--- src/rtl/psel_gen_pkg.sv ---
// Shared helpers for the multi-grant fixed-priority selector.
package psel_gen_pkg;

  // Bits needed to count 0..reqs grants.
  function automatic int cnt_w(input int reqs);
    return $clog2(reqs + 1);
  endfunction

endpackage

--- src/rtl/psel_gen_lsb_sel.sv ---
// One cascade stage: isolates the lowest set bit of a request mask as a one-hot.
module psel_gen_lsb_sel #(
  parameter int WIDTH = 6
) (
  input  logic [WIDTH-1:0] mask,
  output logic [WIDTH-1:0] pick
);

  // Two's complement trick: mask & -mask keeps only the lowest set bit (0 if mask==0).
  always_comb pick = mask & (-mask);

endmodule

--- src/rtl/psel_gen.sv ---
// Multi-grant fixed-priority selector: grants up to REQS of WIDTH requests,
// lowest index first, with combinational grants and registered mirrors.
module psel_gen
  import psel_gen_pkg::*;
#(
  parameter int WIDTH = 6,
  parameter int REQS  = 3
) (
  input  logic                         clock,
  input  logic                         reset,
  input  logic [WIDTH-1:0]             req,
  output logic [WIDTH-1:0]             gnt,
  output logic [REQS-1:0][WIDTH-1:0]   gnt_bus,
  output logic [$clog2(REQS+1)-1:0]    gnt_cnt,
  output logic [WIDTH-1:0]             gnt_q,
  output logic [REQS-1:0][WIDTH-1:0]   gnt_bus_q
);

  localparam int CNT_W = cnt_w(REQS);

  // mask[k] = requests still unserved when stage k looks at them
  logic [REQS-1:0][WIDTH-1:0] mask;

  assign mask[0] = req;

  genvar k;
  generate
    for (k = 0; k < REQS; k++) begin : g_stage
      psel_gen_lsb_sel #(.WIDTH(WIDTH)) u_sel (
        .mask (mask[k]),
        .pick (gnt_bus[k])
      );
      // The last stage's leftover mask has no consumer, so it is never built.
      if (k < REQS - 1) begin : g_next
        assign mask[k+1] = mask[k] & ~gnt_bus[k];
      end
    end
  endgenerate

  // Flat grant is the union of the mutually exclusive rows.
  always_comb begin
    gnt = '0;
    for (int i = 0; i < REQS; i++) gnt = gnt | gnt_bus[i];
  end

  // A row is either one-hot or zero, so counting non-empty rows counts grants.
  always_comb begin
    gnt_cnt = '0;
    for (int i = 0; i < REQS; i++) gnt_cnt = gnt_cnt + CNT_W'(|gnt_bus[i]);
  end

  // Registered mirrors for debug / timing-closure users; async clear on reset low.
  always_ff @(posedge clock or negedge reset) begin
    if (!reset) begin
      gnt_q     <= '0;
      gnt_bus_q <= '0;
    end else begin
      gnt_q     <= gnt;
      gnt_bus_q <= gnt_bus;
    end
  end

endmodule

--- config.mk ---
export PLATFORM = sky130hd
export DESIGN_NAME = psel_gen
export DESIGN_NICKNAME = d
export VERILOG_FILES = /design/src/rtl/psel_gen_pkg.sv /design/src/rtl/psel_gen_lsb_sel.sv /design/src/rtl/psel_gen.sv
export SDC_FILE = /design/constraint.sdc
export NUM_CORES = 1
export LEC_CHECK = 0
export CAP_MARGIN = 40
export CORE_ASPECT_RATIO = 0.5
export CORE_MARGIN = 10
export CORE_UTILIZATION = 41
export DETAILED_ROUTE_END_ITERATION = 16
export MAX_ROUTING_LAYER = met4
export PLACE_DENSITY = 0.84
export SLEW_MARGIN = 20
export SYNTH_ARGS = -nofsm -noshare
export SYNTH_HDL_FRONTEND = slang
export SYNTH_SLANG_ARGS = --single-unit
export TNS_END_PERCENT = 50
--- constraint.sdc ---
create_clock -name clock -period 3.1 [get_ports clock]
set_clock_uncertainty 0.05 [all_clocks]
set_input_delay 0.31 -clock clock [delete_from_list [all_inputs] [get_ports clock]]
set_output_delay 0.31 -clock clock [all_outputs]
set_load 0.02 [all_outputs]
# Word-level counts from Yosys, hierarchy flattened
# Cells that the tools add are included.
# totals
reg_bits	24
output_inout_bits	50
wordCells	21
# op_classes
n_addsub	5
bitwise	9
reduce_logical	3
# ops
cell	count
$and A6 B6 Y6	5
$neg A6 Y6	3
$reduce_or A6 Y1	3
$not A6 Y6	2
$or A6 B6 Y6	2
$add A1 B1 Y2	1
$add A2 B1 Y2	1

# Logic depth before layout (Yosys ltp)
# depth
ltp_word	12
depth_mapped	5
mapped_depth_nobuf	4

# Cells and area by module
# A second synthesis with hierarchy kept.
# unflattened
hier_cells	73
area_unflattened_um2	958.4
# by_module_without_submodules
module	instances	cells_per_inst	area_each_um2
psel_gen	1	52	782.0
psel_gen_lsb_sel	3	7	58.8

# Worst setup path after synthesis
# No wires, ideal clock.
# synth_timing
path_kind	input to output
from	input port req[3]
to	output port gnt_cnt[0]
arrival_time_ps	1803
setup_slack_ps	937
path_stages	4
path_cell_list	buf_6 or3_4 or3_1 fa_1
# synth_between
elab_chain_len	12
elab_cells_between_ends	15
# synth_rtl
item	line_no	source
from (decl)	psel_gen.sv:11	input logic [WIDTH-1:0] req,
$neg A6 Y6	psel_gen_lsb_sel.sv:10	always_comb pick = mask & (-mask);
$and A6 B6 Y6	psel_gen_lsb_sel.sv:10	
$not A6 Y6	psel_gen.sv:35	assign mask[k+1] = mask[k] & ~gnt_bus[k];
$and A6 B6 Y6	psel_gen.sv:35	
$neg A6 Y6	psel_gen_lsb_sel.sv:10	
$and A6 B6 Y6	psel_gen_lsb_sel.sv:10	
$not A6 Y6	psel_gen.sv:35	
$and A6 B6 Y6	psel_gen.sv:35	
$neg A6 Y6	psel_gen_lsb_sel.sv:10	
$and A6 B6 Y6	psel_gen_lsb_sel.sv:10	
$reduce_or A6 Y1	psel_gen.sv:49	for (int i = 0; i < REQS; i++) gnt_cnt = gnt_cnt + CNT_W'(|gnt_bus[i]);
$add A2 B1 Y2 (*)	psel_gen.sv:49	
to (decl)	psel_gen.sv:14	output logic [$clog2(REQS+1)-1:0] gnt_cnt,
# Every way passes the cells marked *; elsewhere a longest branch is shown, timed or not.

==> qor.csv <==
stage,metric,value,unit
run_status,result of the run,"finished, final reports clean",
clocking,Clock Path Buffers,2,
logic_synthesis,post-synthesis async set-or-reset flop share,1.00,
global_routing,global-route wire length before repair,5280,um
final_layout,total area of multi-input combinational cells,455,sq um
final_layout,FF/Latch Area,500,sq um
logic_synthesis,Most used DFF post-synth,sky130_fd_sc_hd__dfrtp_1,
route,detailed-route via count,974,
final_layout,total number of nets in the final design,166,
timing,final worst path period share,0.923,
timing,Final Worst Setup Slack,0.237,ns
worst_setup_path,crit path DAT,2.50,ns
place,Post-Place Setup Slack,0.0548,ns
final_layout,number of antenna cells inserted,0,
power_and_ir_drop,total power density per cell area,411,nW/um^2
global_routing,total grt overflow,0,
clocking,total CTS buffers,3,
power_and_ir_drop,net switching power,205,uW
floorplan,std cell rows,13,
worst_setup_path,Critical Path Most Common Cell,sky130_fd_sc_hd__clkdlybuf4s50_1,
clocking,master cell of the clock root buffer,sky130_fd_sc_hd__clkbuf_8,
timing,number of setup violations in the final report,0,
clocking,level count of the clock H-tree,1,
logic_synthesis,Mapped Cells,106,
logic_synthesis,register bit count reported by yosys,20,
logic_synthesis,part of the Yosys area used for sequential elements,0.464,
worst_setup_path,critical path cell sequence,clkdlybuf4s50_1 -> or2_1 -> buf_4 -> or3_1 -> a41oi_1 -> clkdlybuf4s50_1,
route,1st-iter DRT viols,64,
floorplan,Die Wd,92.5,um
timing,"Hold Vio Cnt, Final",0,
place,IO Port Bufs,51,
final_layout,post-synthesis to final-layout area growth,54.3,%
power_and_ir_drop,logic gate share of total power,0.302,
logic_synthesis,"Distinct cells, synth",37,
worst_setup_path,"slowest stage delay, CP",0.66,ns
clocking,clock input transition at the sequential cells of the worst setup and hold paths,0.07,ns
timing,setup_tns,0,ns
final_layout,Layout Utilization,0.652,
power_and_ir_drop,Pleak,0.000704,uW
floorplan,placeable core area,2550,sq um
power_and_ir_drop,maximum resistive drop on vdd,0.000162,V
timing,final critical-path required period,2.86,ns
power_and_ir_drop,design internal power,479,uW
floorplan,Die Height,56.3,um
route,Routed WL per cell,16.4,um
clocking,TritonCTS clock tree,built,
route,residual antenna-violating net count after detailed routing,0,
floorplan,initial core utilization,0.422,
worst_setup_path,startpoint class of the critical path,input pin,
worst_setup_path,"Req. time, crit path",2.74,ns
worst_setup_path,cell with the largest stage delay on the worst path,sky130_fd_sc_hd__clkdlybuf4s50_1,
logic_synthesis,synthesis warning total,0,
clocking,Sinks on Clock Net,20,
worst_setup_path,kind of critical path,in -> out,
timing,unrepaired setup endpoints after global routing,no,
final_layout,proportion of layout cells with a drive suffix above 1,0.122,
worst_setup_path,critical path launch point,req[1],
clocking,# Post-CTS Setup Buffers,0,
place,HPWL after detailed placement,2510,um
logic_synthesis,Post-Synthesis Mean Instance Area,10.2,sq um
flow_run,max-cap violations,0,
floorplan,die outline area,5210,sq um
global_routing,global router's overall resource usage,0.128,
worst_hold_path,path class of the lowest-slack min-delay path,in -> async,
timing,final number of max-transition violations,0,
place,final estimated routing congestion in global placement,0.837,
worst_setup_path,"Max FO, Critical Path",5,
power_and_ir_drop,part of the total power dissipated in sequential elements,0.407,
power_and_ir_drop,Total Power Consumption,684,uW
power_and_ir_drop,clock network fraction of total power,0.291,
route,post-DR vias/cell,5.05,
route,Initial DRT Pass Iterations,4,
global_routing,maximum number of pins on one net before global-route repair,22,
final_layout,number of filler instances in the final layout,200,
power_and_ir_drop,net switching share of the total power,0.300,
logic_synthesis,"EDFF count, synth",0,
route,Remaining DRCs,0,
global_routing,antenna violations before repair,0,
timing,Fmax achieved,349,MHz
logic_synthesis,total standard cell area after synthesis,1080,sq um
route,Total Wirelength,3170,um
floorplan,number of primary I/O pins,58,
global_routing,vias in the first global route,1001,
worst_setup_path,endpoint kind of the worst setup timing path,output pin,
layout make-up:
type                       count  share of cell area
clock buffer                   4              0.0331
inverter                       2             0.00451
multi-input combinational     69               0.274
sequential                    20               0.301
tap                           37              0.0278
timing repair buffer          61               0.360
critical path: cells and delay by family:
kind / cells / cell delay, ns
simple gates: 2 / 0.64
compound gates: 1 / 0.23
buf+inv: 3 / 1.33
power by group through the flow:
stage	registers, uW	clock network [uW]	logic [uW]
2_1_floorplan	302	0	99.7
3_3_place_gp	282	0	201
3_5_place_dp	283	0	207
4_1_cts	278	204	208
5_1_grt	279	213	222
6_report	278	199	207
cells by family (layout without fill, tap and decap cells):
kind of cell,Yosys count,in the layout,synth area share
AND/OR/NAND/NOR,31,31,0.160
AO/OA/AOI/OAI,26,26,0.172
buffers and inverters,22,67,0.131
flip-flops,20,20,0.464
adder cells (fa/ha/maj),3,3,0.0383
XOR/XNOR,3,3,0.0313
other,1,6,0.00348
cell usage in the layout (no fill, tap or decap), drive strengths merged:
cell type / count
a41oi: 1
o31a: 2
nand3: 3
conb: 6
a2111o: 1
a21boi: 2
o21a: 2
nor3: 2
fa: 1
or2: 1
clkbuf: 4
o21ai: 7
nor4b: 2
xor2: 3
a31o: 1
buf: 10
nor2b: 3
dfrtp: 20
o31ai: 1
a221oi: 1
or3: 3
nand2: 4
inv: 2
and3: 2
nor2: 6
maj3: 2
nand4: 1
a21oi: 4
and2: 4
o211ai: 3
o211a: 1
clkdlybuf4s50: 50
dlymetal6s2s: 1
Yosys cell counts (3+ instances only):
| cell type | count | area [sq um] |
|---|---|---|
| sky130_fd_sc_hd__and2_1 | 4 | 25.0 |
| sky130_fd_sc_hd__nor2b_1 | 3 | 18.8 |
| sky130_fd_sc_hd__buf_2 | 5 | 25.0 |
| sky130_fd_sc_hd__buf_4 | 12 | 90.1 |
| sky130_fd_sc_hd__o211ai_1 | 3 | 22.5 |
| sky130_fd_sc_hd__nand3_1 | 3 | 15.0 |
| sky130_fd_sc_hd__nor2_1 | 6 | 22.5 |
| sky130_fd_sc_hd__nand2_1 | 4 | 15.0 |
| sky130_fd_sc_hd__a21oi_1 | 4 | 20.0 |
| sky130_fd_sc_hd__o21ai_0 | 7 | 35.0 |
| sky130_fd_sc_hd__dfrtp_1 | 20 | 500 |
registers in the layout, indices dropped and copies added (netlist names):
name,flops
gnt_bus_q,14
gnt_q,6
per-layer routing:
metal,share of wire,track usage,vias to the layer above
li1,-,-,449
met1,0.38,0.130,474
met2,0.53,0.233,45
met3,0.072,0.0318,6
met4,0.016,0.0524,0
met5,0,-,-
metrics by stage:
step           instance area [sq um]  hold slack, ns  instances
2_1_floorplan                   1100         -0.0356        111
3_3_place_gp                    1590           0.790        188
3_5_place_dp                    1600           0.585        189
4_1_cts                         1660           0.296        193
5_1_grt                         1660           0.317        193
6_report                        1660           0.289        193
worst paths after layout:
check / to / slack [ns]
hold / removal: gnt_q[2]$_DFF_PN0_ / 0.29
min in group clock: gnt_q[0]$_DFF_PN0_ / 0.66
setup / recovery: gnt_bus[17] / 0.24
max in group asynchronous: gnt_bus_q[1]$_DFF_PN0_ / 2.28
what timing repair did:
action,CTS,global route
endpoints found under the hold margin,0,0
endpoints found under the setup margin,0,1
gates resized for setup,0,2
hold buffers,0,0
Power figures use the tool's default switching activity.
